### config.mk
export PLATFORM = sky130hd
export DESIGN_NAME = wb_host_master
export DESIGN_NICKNAME = d
export VERILOG_FILES = /design/src/rtl/wb_host_master.sv
export SDC_FILE = /design/constraint.sdc
export NUM_CORES = 1
export LEC_CHECK = 0
export CAP_MARGIN = 0
export CORE_MARGIN = 5
export CORE_UTILIZATION = 38
export DETAILED_ROUTE_END_ITERATION = 10
export PLACE_DENSITY = 0.77
export SLEW_MARGIN = 20
export SYNTH_ARGS = -nofsm -noshare
export SYNTH_HDL_FRONTEND = slang
export SYNTH_SLANG_ARGS = --single-unit
### constraint.sdc
create_clock -name wb_clk_i -period 1.8 [get_ports wb_clk_i]
set_input_delay 0.54 -clock wb_clk_i [delete_from_list [all_inputs] [get_ports wb_clk_i]]
set_output_delay 0.54 -clock wb_clk_i [all_outputs]
set_load 0.01 [all_outputs]
### src/rtl/wb_host_master.sv
// wb_host_master: turns single host commands into Wishbone classic cycles,
// one transaction at a time, and returns a response.
// A transaction that gets no slave ack within TIMEOUT cycles is abandoned
// and reported with an error response.
//
// Ports
//   wb_clk_i, wb_rst_i         clock, asynchronous active-low reset
//   cmd_valid_i / cmd_ready_o  command handshake
//   cmd_we_i, cmd_adr_i,       command payload: write enable, byte address,
//   cmd_dat_i, cmd_sel_i       write data and byte selects
//   rsp_valid_o / rsp_ready_i  response handshake
//   rsp_dat_o, rsp_err_o       read data (0 for writes and errors), timeout flag
//   wbm_cyc_o, wbm_stb_o,      Wishbone master controls
//   wbm_we_o
//   wbm_adr_o, wbm_dat_o,      Wishbone master address, data and selects
//   wbm_sel_o
//   wbm_dat_i, wbm_ack_i       Wishbone slave read data and acknowledge
//   busy_o                     high whenever a transaction is in progress
module wb_host_master #(
  parameter int unsigned TIMEOUT = 64
) (
  input  logic        wb_clk_i,
  input  logic        wb_rst_i,
  input  logic        cmd_valid_i,
  output logic        cmd_ready_o,
  input  logic        cmd_we_i,
  input  logic [31:0] cmd_adr_i,
  input  logic [31:0] cmd_dat_i,
  input  logic [3:0]  cmd_sel_i,
  output logic        rsp_valid_o,
  input  logic        rsp_ready_i,
  output logic [31:0] rsp_dat_o,
  output logic        rsp_err_o,
  output logic        wbm_cyc_o,
  output logic        wbm_stb_o,
  output logic        wbm_we_o,
  output logic [31:0] wbm_adr_o,
  output logic [31:0] wbm_dat_o,
  output logic [3:0]  wbm_sel_o,
  input  logic [31:0] wbm_dat_i,
  input  logic        wbm_ack_i,
  output logic        busy_o
);

  localparam int unsigned CNT_W = 16;
  localparam logic [CNT_W-1:0] LAST_WAIT = CNT_W'(TIMEOUT - 1);

  typedef enum logic [1:0] {
    IDLE = 2'd0,
    BUS  = 2'd1,
    RESP = 2'd2
  } state_t;

  state_t           state;
  logic [CNT_W-1:0] wait_cnt;

  // Ready is gated by reset so it reads 0 while held in reset and 1 as soon
  // as reset releases, without waiting for a clock edge.
  assign cmd_ready_o = (state == IDLE) && wb_rst_i;
  assign busy_o      = (state != IDLE);

  // Transaction FSM with registered bus and response outputs.
  always_ff @(posedge wb_clk_i or negedge wb_rst_i) begin
    if (!wb_rst_i) begin
      state       <= IDLE;
      wait_cnt    <= '0;
      wbm_cyc_o   <= 1'b0;
      wbm_stb_o   <= 1'b0;
      wbm_we_o    <= 1'b0;
      wbm_adr_o   <= '0;
      wbm_dat_o   <= '0;
      wbm_sel_o   <= '0;
      rsp_valid_o <= 1'b0;
      rsp_dat_o   <= '0;
      rsp_err_o   <= 1'b0;
    end else begin
      case (state)
        IDLE: begin
          if (cmd_valid_i) begin
            wbm_we_o  <= cmd_we_i;
            wbm_adr_o <= cmd_adr_i;
            wbm_dat_o <= cmd_dat_i;
            wbm_sel_o <= cmd_sel_i;
            wbm_cyc_o <= 1'b1;
            wbm_stb_o <= 1'b1;
            wait_cnt  <= '0;
            state     <= BUS;
          end
        end

        BUS: begin
          // Ack is checked first so an ack on the last allowed cycle wins.
          if (wbm_ack_i) begin
            wbm_cyc_o   <= 1'b0;
            wbm_stb_o   <= 1'b0;
            rsp_dat_o   <= wbm_we_o ? 32'd0 : wbm_dat_i;
            rsp_err_o   <= 1'b0;
            rsp_valid_o <= 1'b1;
            state       <= RESP;
          end else if (wait_cnt == LAST_WAIT) begin
            wbm_cyc_o   <= 1'b0;
            wbm_stb_o   <= 1'b0;
            rsp_dat_o   <= '0;
            rsp_err_o   <= 1'b1;
            rsp_valid_o <= 1'b1;
            state       <= RESP;
          end else begin
            wait_cnt <= wait_cnt + CNT_W'(1);
          end
        end

        RESP: begin
          if (rsp_ready_i) begin
            rsp_valid_o <= 1'b0;
            state       <= IDLE;
          end
        end

        default: begin
          state <= IDLE;
        end
      endcase
    end
  end

endmodule

# --- After elaboration in Yosys (flattened, before gate mapping) ---
# Cells that the tools add are included.
classes:
  addsub: 1
  n_mux: 21
  reduce_logical: 12
  eq_ne: 8
op_table:
  columns: ["cell", "count"]
  rows:
  - ["$mux W32", 3]
  - ["$mux W16", 3]
  - ["$pmux W16 S2", 1]
  - ["$add A16 B1 Y16 const B", 1]
  - ["$eq A16 B6 Y1 const B", 1]
  - ["$reduce_and A3 Y1", 3]
  - ["$mux W2", 4]
  - ["$ne A2 B2 Y1 const B", 4]
  - ["$reduce_bool A2 Y1", 4]
  - ["$mux W1", 7]
  - ["$pmux W2 S3", 1]
  - ["$pmux W1 S2", 2]
  - ["$reduce_and A2 Y1", 2]
  - ["$reduce_and A4 Y1", 1]
  - ["$ne A3 B3 Y1 const B", 1]
  - ["$eq A2 B1 Y1 const B", 1]
  - ["$eq A2 B2 Y1 const B", 1]
  - ["$logic_not A2 Y1", 1]
  - ["$logic_and A1 B1 Y1", 1]
word_totals:
  elab_cells: 52
  regBits: 122
  output_inout_bits: 107
  input_bits: 106

# --- Logic depth before layout (Yosys ltp) ---
depth:
  ltp_word: 4
  mapped_depth: 6
  mapped_depth_nobuf: 5

# --- Worst setup path after synthesis ---
# Ideal clock, no wire load.
synth_timing:
  path_type: "input to register"
  start: "in wbm_ack_i"
  end: "reg wait_cnt[12]"
  path_slack_ps: -189
  setup_time_ps: 120
  path_stages: 5
  arrival_ps: 1869
  cell_sequence: "or3b_2 -> clkbuf_1 -> nor4_2 -> a311oi_1 -> a41o_1"
synth_via:
  elab_chain_cells: 2
synth_rtl:
  columns: ["element", "line", "source"]
  rows:
  - ["from (decl)", "41", "input logic wbm_ack_i,"]
  - ["$ne A2 B2 Y1 (no line)", null, null]
  - ["$reduce_and A4 Y1 (no line)", null, null]
  - ["to (signal assigned)", "108", "wait_cnt <= wait_cnt + CNT_W'(1);"]
  - ["to (decl)", "55", "logic [CNT_W-1:0] wait_cnt;"]
# No other way between the ends.
# A chain may end at the register's enable or synchronous reset.

# --- Final worst setup path ---
layout_timing:
  start: "reg wait_cnt[8]"
  end: "reg wait_cnt[1]"
layout_via:
  elab_chain_cells: 3
layout_rtl:
  columns: ["element", "line", "source"]
  rows:
  - ["$eq A16 B6 Y1", "100", "end else if (wait_cnt == LAST_WAIT) begin"]
  - ["$ne A2 B2 Y1 (no line)", null, null]
  - ["$reduce_and A4 Y1 (no line)", null, null]
# No other way between the ends.

==> flow_summary.yaml <==
yosys:
  netlist_area_um2: 4825
  yosys.area.top_type: "dfrtp_1"
  syn_inst: 476
  synthDistinctLibCells: 41
  synth_edf_count: 0
  yosysMostFrequentCell: "nand2_1"
  muxShareOfSynthArea_pct: 1.037
  netlist.area_leader.share_pct: 63.28
  synth-compound-area-share_pct: 9.699
  synthTopCellsByCount: "221 x nand2_1, 122 x dfrtp_1, 32 x a22o_1, 20 x clkbuf_1"
  yosys.area_share.simple_pct: 22.56
  synth.avg_cell_area_um2: 10.14
  ys_dominant_reg_cell: "dfrtp_1"
  synth_top_family_by_area: "simple AND/OR/NAND/NOR gates"
  synth-adder-area-share_pct: 0.2593
  ys_warn_count: 0
  synth_xor_area_share_pct: 0.1815
  synth_nets: 583
  yosys_register_bits: 122
  synthArstFlopShare_pct: 100.0
  ys_top_cells_by_area: "dfrtp_1 63%, nand2_1 17%, a22o_1 5.8%, clkbuf_1 1.6%, mux2i_1 1.0%"
  seq_area_frac_synth_pct: 63.28
setup_path:
  critPathLaunchType: "register"
  cp-end-kind: "register"
  cpPeakStageDelay_ns: 0.56
  cp.arrival_ns: 2.26
  worstPathRequired_ns: 2.10
  crit_chain: "or4_4 -> or4_4 -> and3_4 -> a31o_1"
  critical_path_class: "reg -> reg"
  path_delay_family: "simple AND/OR/NAND/NOR gates"
  crit_path_frequent_cell: "or4_4"
  worstPathMaxFanout: 4
  critPathBufInv: 0
  critPathSlowestCell: "or4_4"
clock_tree:
  cts_buffers: 17
  ctsHoldBuffers: 0
  cts.sinks: 122
  htreeDepth: 4
  clk_path_buf_depth: 2
  clkTransAtPathRegs_ns: 0.06
  cts-root-buf: "clkbuf_16"
  cts_tree: "yes"
  insertion_delay_ns: 0.42
finish:
  seqCellArea_um2: 3053
  nFillCells: 1032
  nets: 842
  n_antenna_cell: 0
  syn_to_final_growth_pct: 68.65
  final_cell_count_no_fill: 920
  multi_input_area_um2: 1828
  final_util_pct: 65.00
  drive_gt1_share_pct: 14.97
placement:
  dp_cells: 875
  place_ws_ns: -0.4437
  routabilityCongestion: 0.8491
  io_buffers: 212
  dp_hpwl_mm: 10.69
timing:
  max_freq_mhz: 509.6
  maxSlewViolCount: 0
  holdWs_ns: 0.3130
  grt_setup_unrepaired: "yes"
  period_share_pct: 109.0
  period_needed_ns: 1.962
  final.setup.worst_slack_ns: -0.1623
  skew_ns: 0.008018
  slew_headroom_pct: 40.99
  finalSetupViolations: 50
  tightest_slew_ns: 0.8851
  finalHoldViolCount: 0
power:
  p_comb_share_pct: 40.2
  p_per_area_nw_per_um2: 1627
  vdd_ir_drop_max_v: 0.0008256
  switchingPower_mw: 4.620
  p_sw_share_pct: 34.90
  pwr-share-seq_pct: 34.7
  p_leak_nw: 4.102
  internal_power_mw: 8.617
  clockPowerShare_pct: 25.1
  power.total_mw: 13.24
hold_path:
  hold_class: "in -> async"
drt:
  wl_per_cell_um: 16.33
  antenna_left: 0
  wl_mm: 15.02
  viasPerCell: 4.817
  firstDrtPassIters: 4
  drtIter0Drc: 183
  vias: 4432
  drcViolationCount: 0
grt:
  grt_pass1_vias: 4780
  grt_usage_pct: 20.31
  antenna_found_initial: 0
  grt_max_degree: 70
  grt_pass1_wl_mm: 23.61
  globalRouteOverflowTotal: 0
run:
  max-cap-violations: 0
floorplanning:
  core_area_um2: 12520
  start_util_pct: 38.54
  dieArea_um2: 15050
  row_count: 41
  chipHeight_um: 122.7
  ios: 213
  die_w_um: 122.7
run_status:
  outcome: "finished with violations"
  violations: "negative setup slack"
flip-flops by register name (all words and copies together) (netlist names):
name	cells
wait_cnt	16
wbm_adr_o	32
wbm_stb_o	1
wbm_sel_o	4
wbm_we_o	1
state	2
rsp_err_o	1
rsp_dat_o	32
wbm_dat_o	32
rsp_valid_o	1
final timing paths:
| kind | start | endpoint | slack (ns) | depth (start not counted) |
|---|---|---|---|---|
| worst max-delay path | wait_cnt[8]$_DFFE_PN0P_ | wait_cnt[1]$_DFFE_PN0P_ | -0.16 | 4 |
| max in group asynchronous | wb_rst_i | rsp_dat_o[24]$_DFFE_PN0P_ | 0.51 | 3 |
| worst min register to register | wbm_adr_o[29]$_DFFE_PN0P_ | wbm_adr_o[29]$_DFFE_PN0P_ | 0.47 | 2 |
| min in group wb_clk_i | wbm_adr_o[29]$_DFFE_PN0P_ | wbm_adr_o[29]$_DFFE_PN0P_ | 0.47 | 2 |
| worst min-delay path | wb_rst_i | wbm_adr_o[21]$_DFFE_PN0P_ | 0.31 | 2 |
| worst max register to register | wait_cnt[8]$_DFFE_PN0P_ | wait_cnt[1]$_DFFE_PN0P_ | -0.16 | 4 |
final cells by class:
cell class / count / share of cell area (%)
clock inverter: 12 / 1.522
multi-input combinational: 328 / 22.47
tap: 172 / 2.645
sequential: 122 / 37.52
clock buffer: 20 / 5.613
inverter: 6 / 0.2768
timing repair buffer: 260 / 29.96
cells in the final DEF (no fill, tap or decap), drive strengths merged, types with 2 or more instances in the layout:
| master | count |
|---|---|
| a21oi | 3 |
| a22o | 32 |
| a31oi | 7 |
| and2 | 2 |
| and3 | 3 |
| and4 | 2 |
| buf | 51 |
| bufinv | 2 |
| clkbuf | 20 |
| clkdlybuf4s50 | 104 |
| clkinv | 6 |
| clkinvlp | 4 |
| dfrtp | 122 |
| dlygate4sd2 | 105 |
| inv | 6 |
| mux2i | 5 |
| nand2 | 221 |
| nand2b | 3 |
| nand3 | 7 |
| nor2 | 4 |
| nor4 | 4 |
| o21ai | 12 |
| o31ai | 2 |
| or3b | 2 |
| or4 | 4 |
cells by family (layout without fill, tap and decap cells):
group / count (synthesis) / count (layout)
multiplexers: 5 / 5
buffers and inverters: 31 / 298
adder cells (fa/ha/maj): 1 / 1
AO/OA/AOI/OAI: 59 / 64
AND/OR/NAND/NOR: 257 / 257
flip-flops: 122 / 122
XOR/XNOR: 1 / 1
repair_timing:
action                     CTS  global route
gates cloned                 5             1
setup endpoints to repair  157            55
pin swaps                   22             9
setup buffers                7             1
resized for setup          130            17
per-stage QoR:
stage	TNS, ns	cell area, µm²
detailed placement	-17.25	7448
global route	-8.236	8137
floorplan	-3.426	4872
CTS	-5.549	8074
global placement	-14.16	7448
finish	-5.231	8137
worst reg2reg max path: cells and delay by family (launching register included):
family,cells,cell delay (ns)
AOI/OAI and AO/OA,1,0.18
DFF,1,0.38
and+or+nand+nor,3,1.29
metal layers:
| metal | wire (µm) | vias up | global-route usage, % |
|---|---|---|---|
| met1 | 5857 | 2136 | 23.32 |
| met2 | 7600 | 149 | 33.79 |
| li1 | - | 2107 | - |
| met4 | 440 | 0 | 9.027 |
| met5 | 0 | - | 0 |
| met3 | 1120 | 40 | 7.650 |
power groups by stage:
stage               clock network (mW)  logic, mW  registers [mW]
floorplan                            0       1.85            5.16
global placement                     0       5.81            4.61
detailed placement                   0       5.96            4.66
CTS                               3.37       5.31            4.60
global route                      3.52       5.80            4.75
finish                            3.33       5.32            4.59
(Power assumes the default switching activity.)
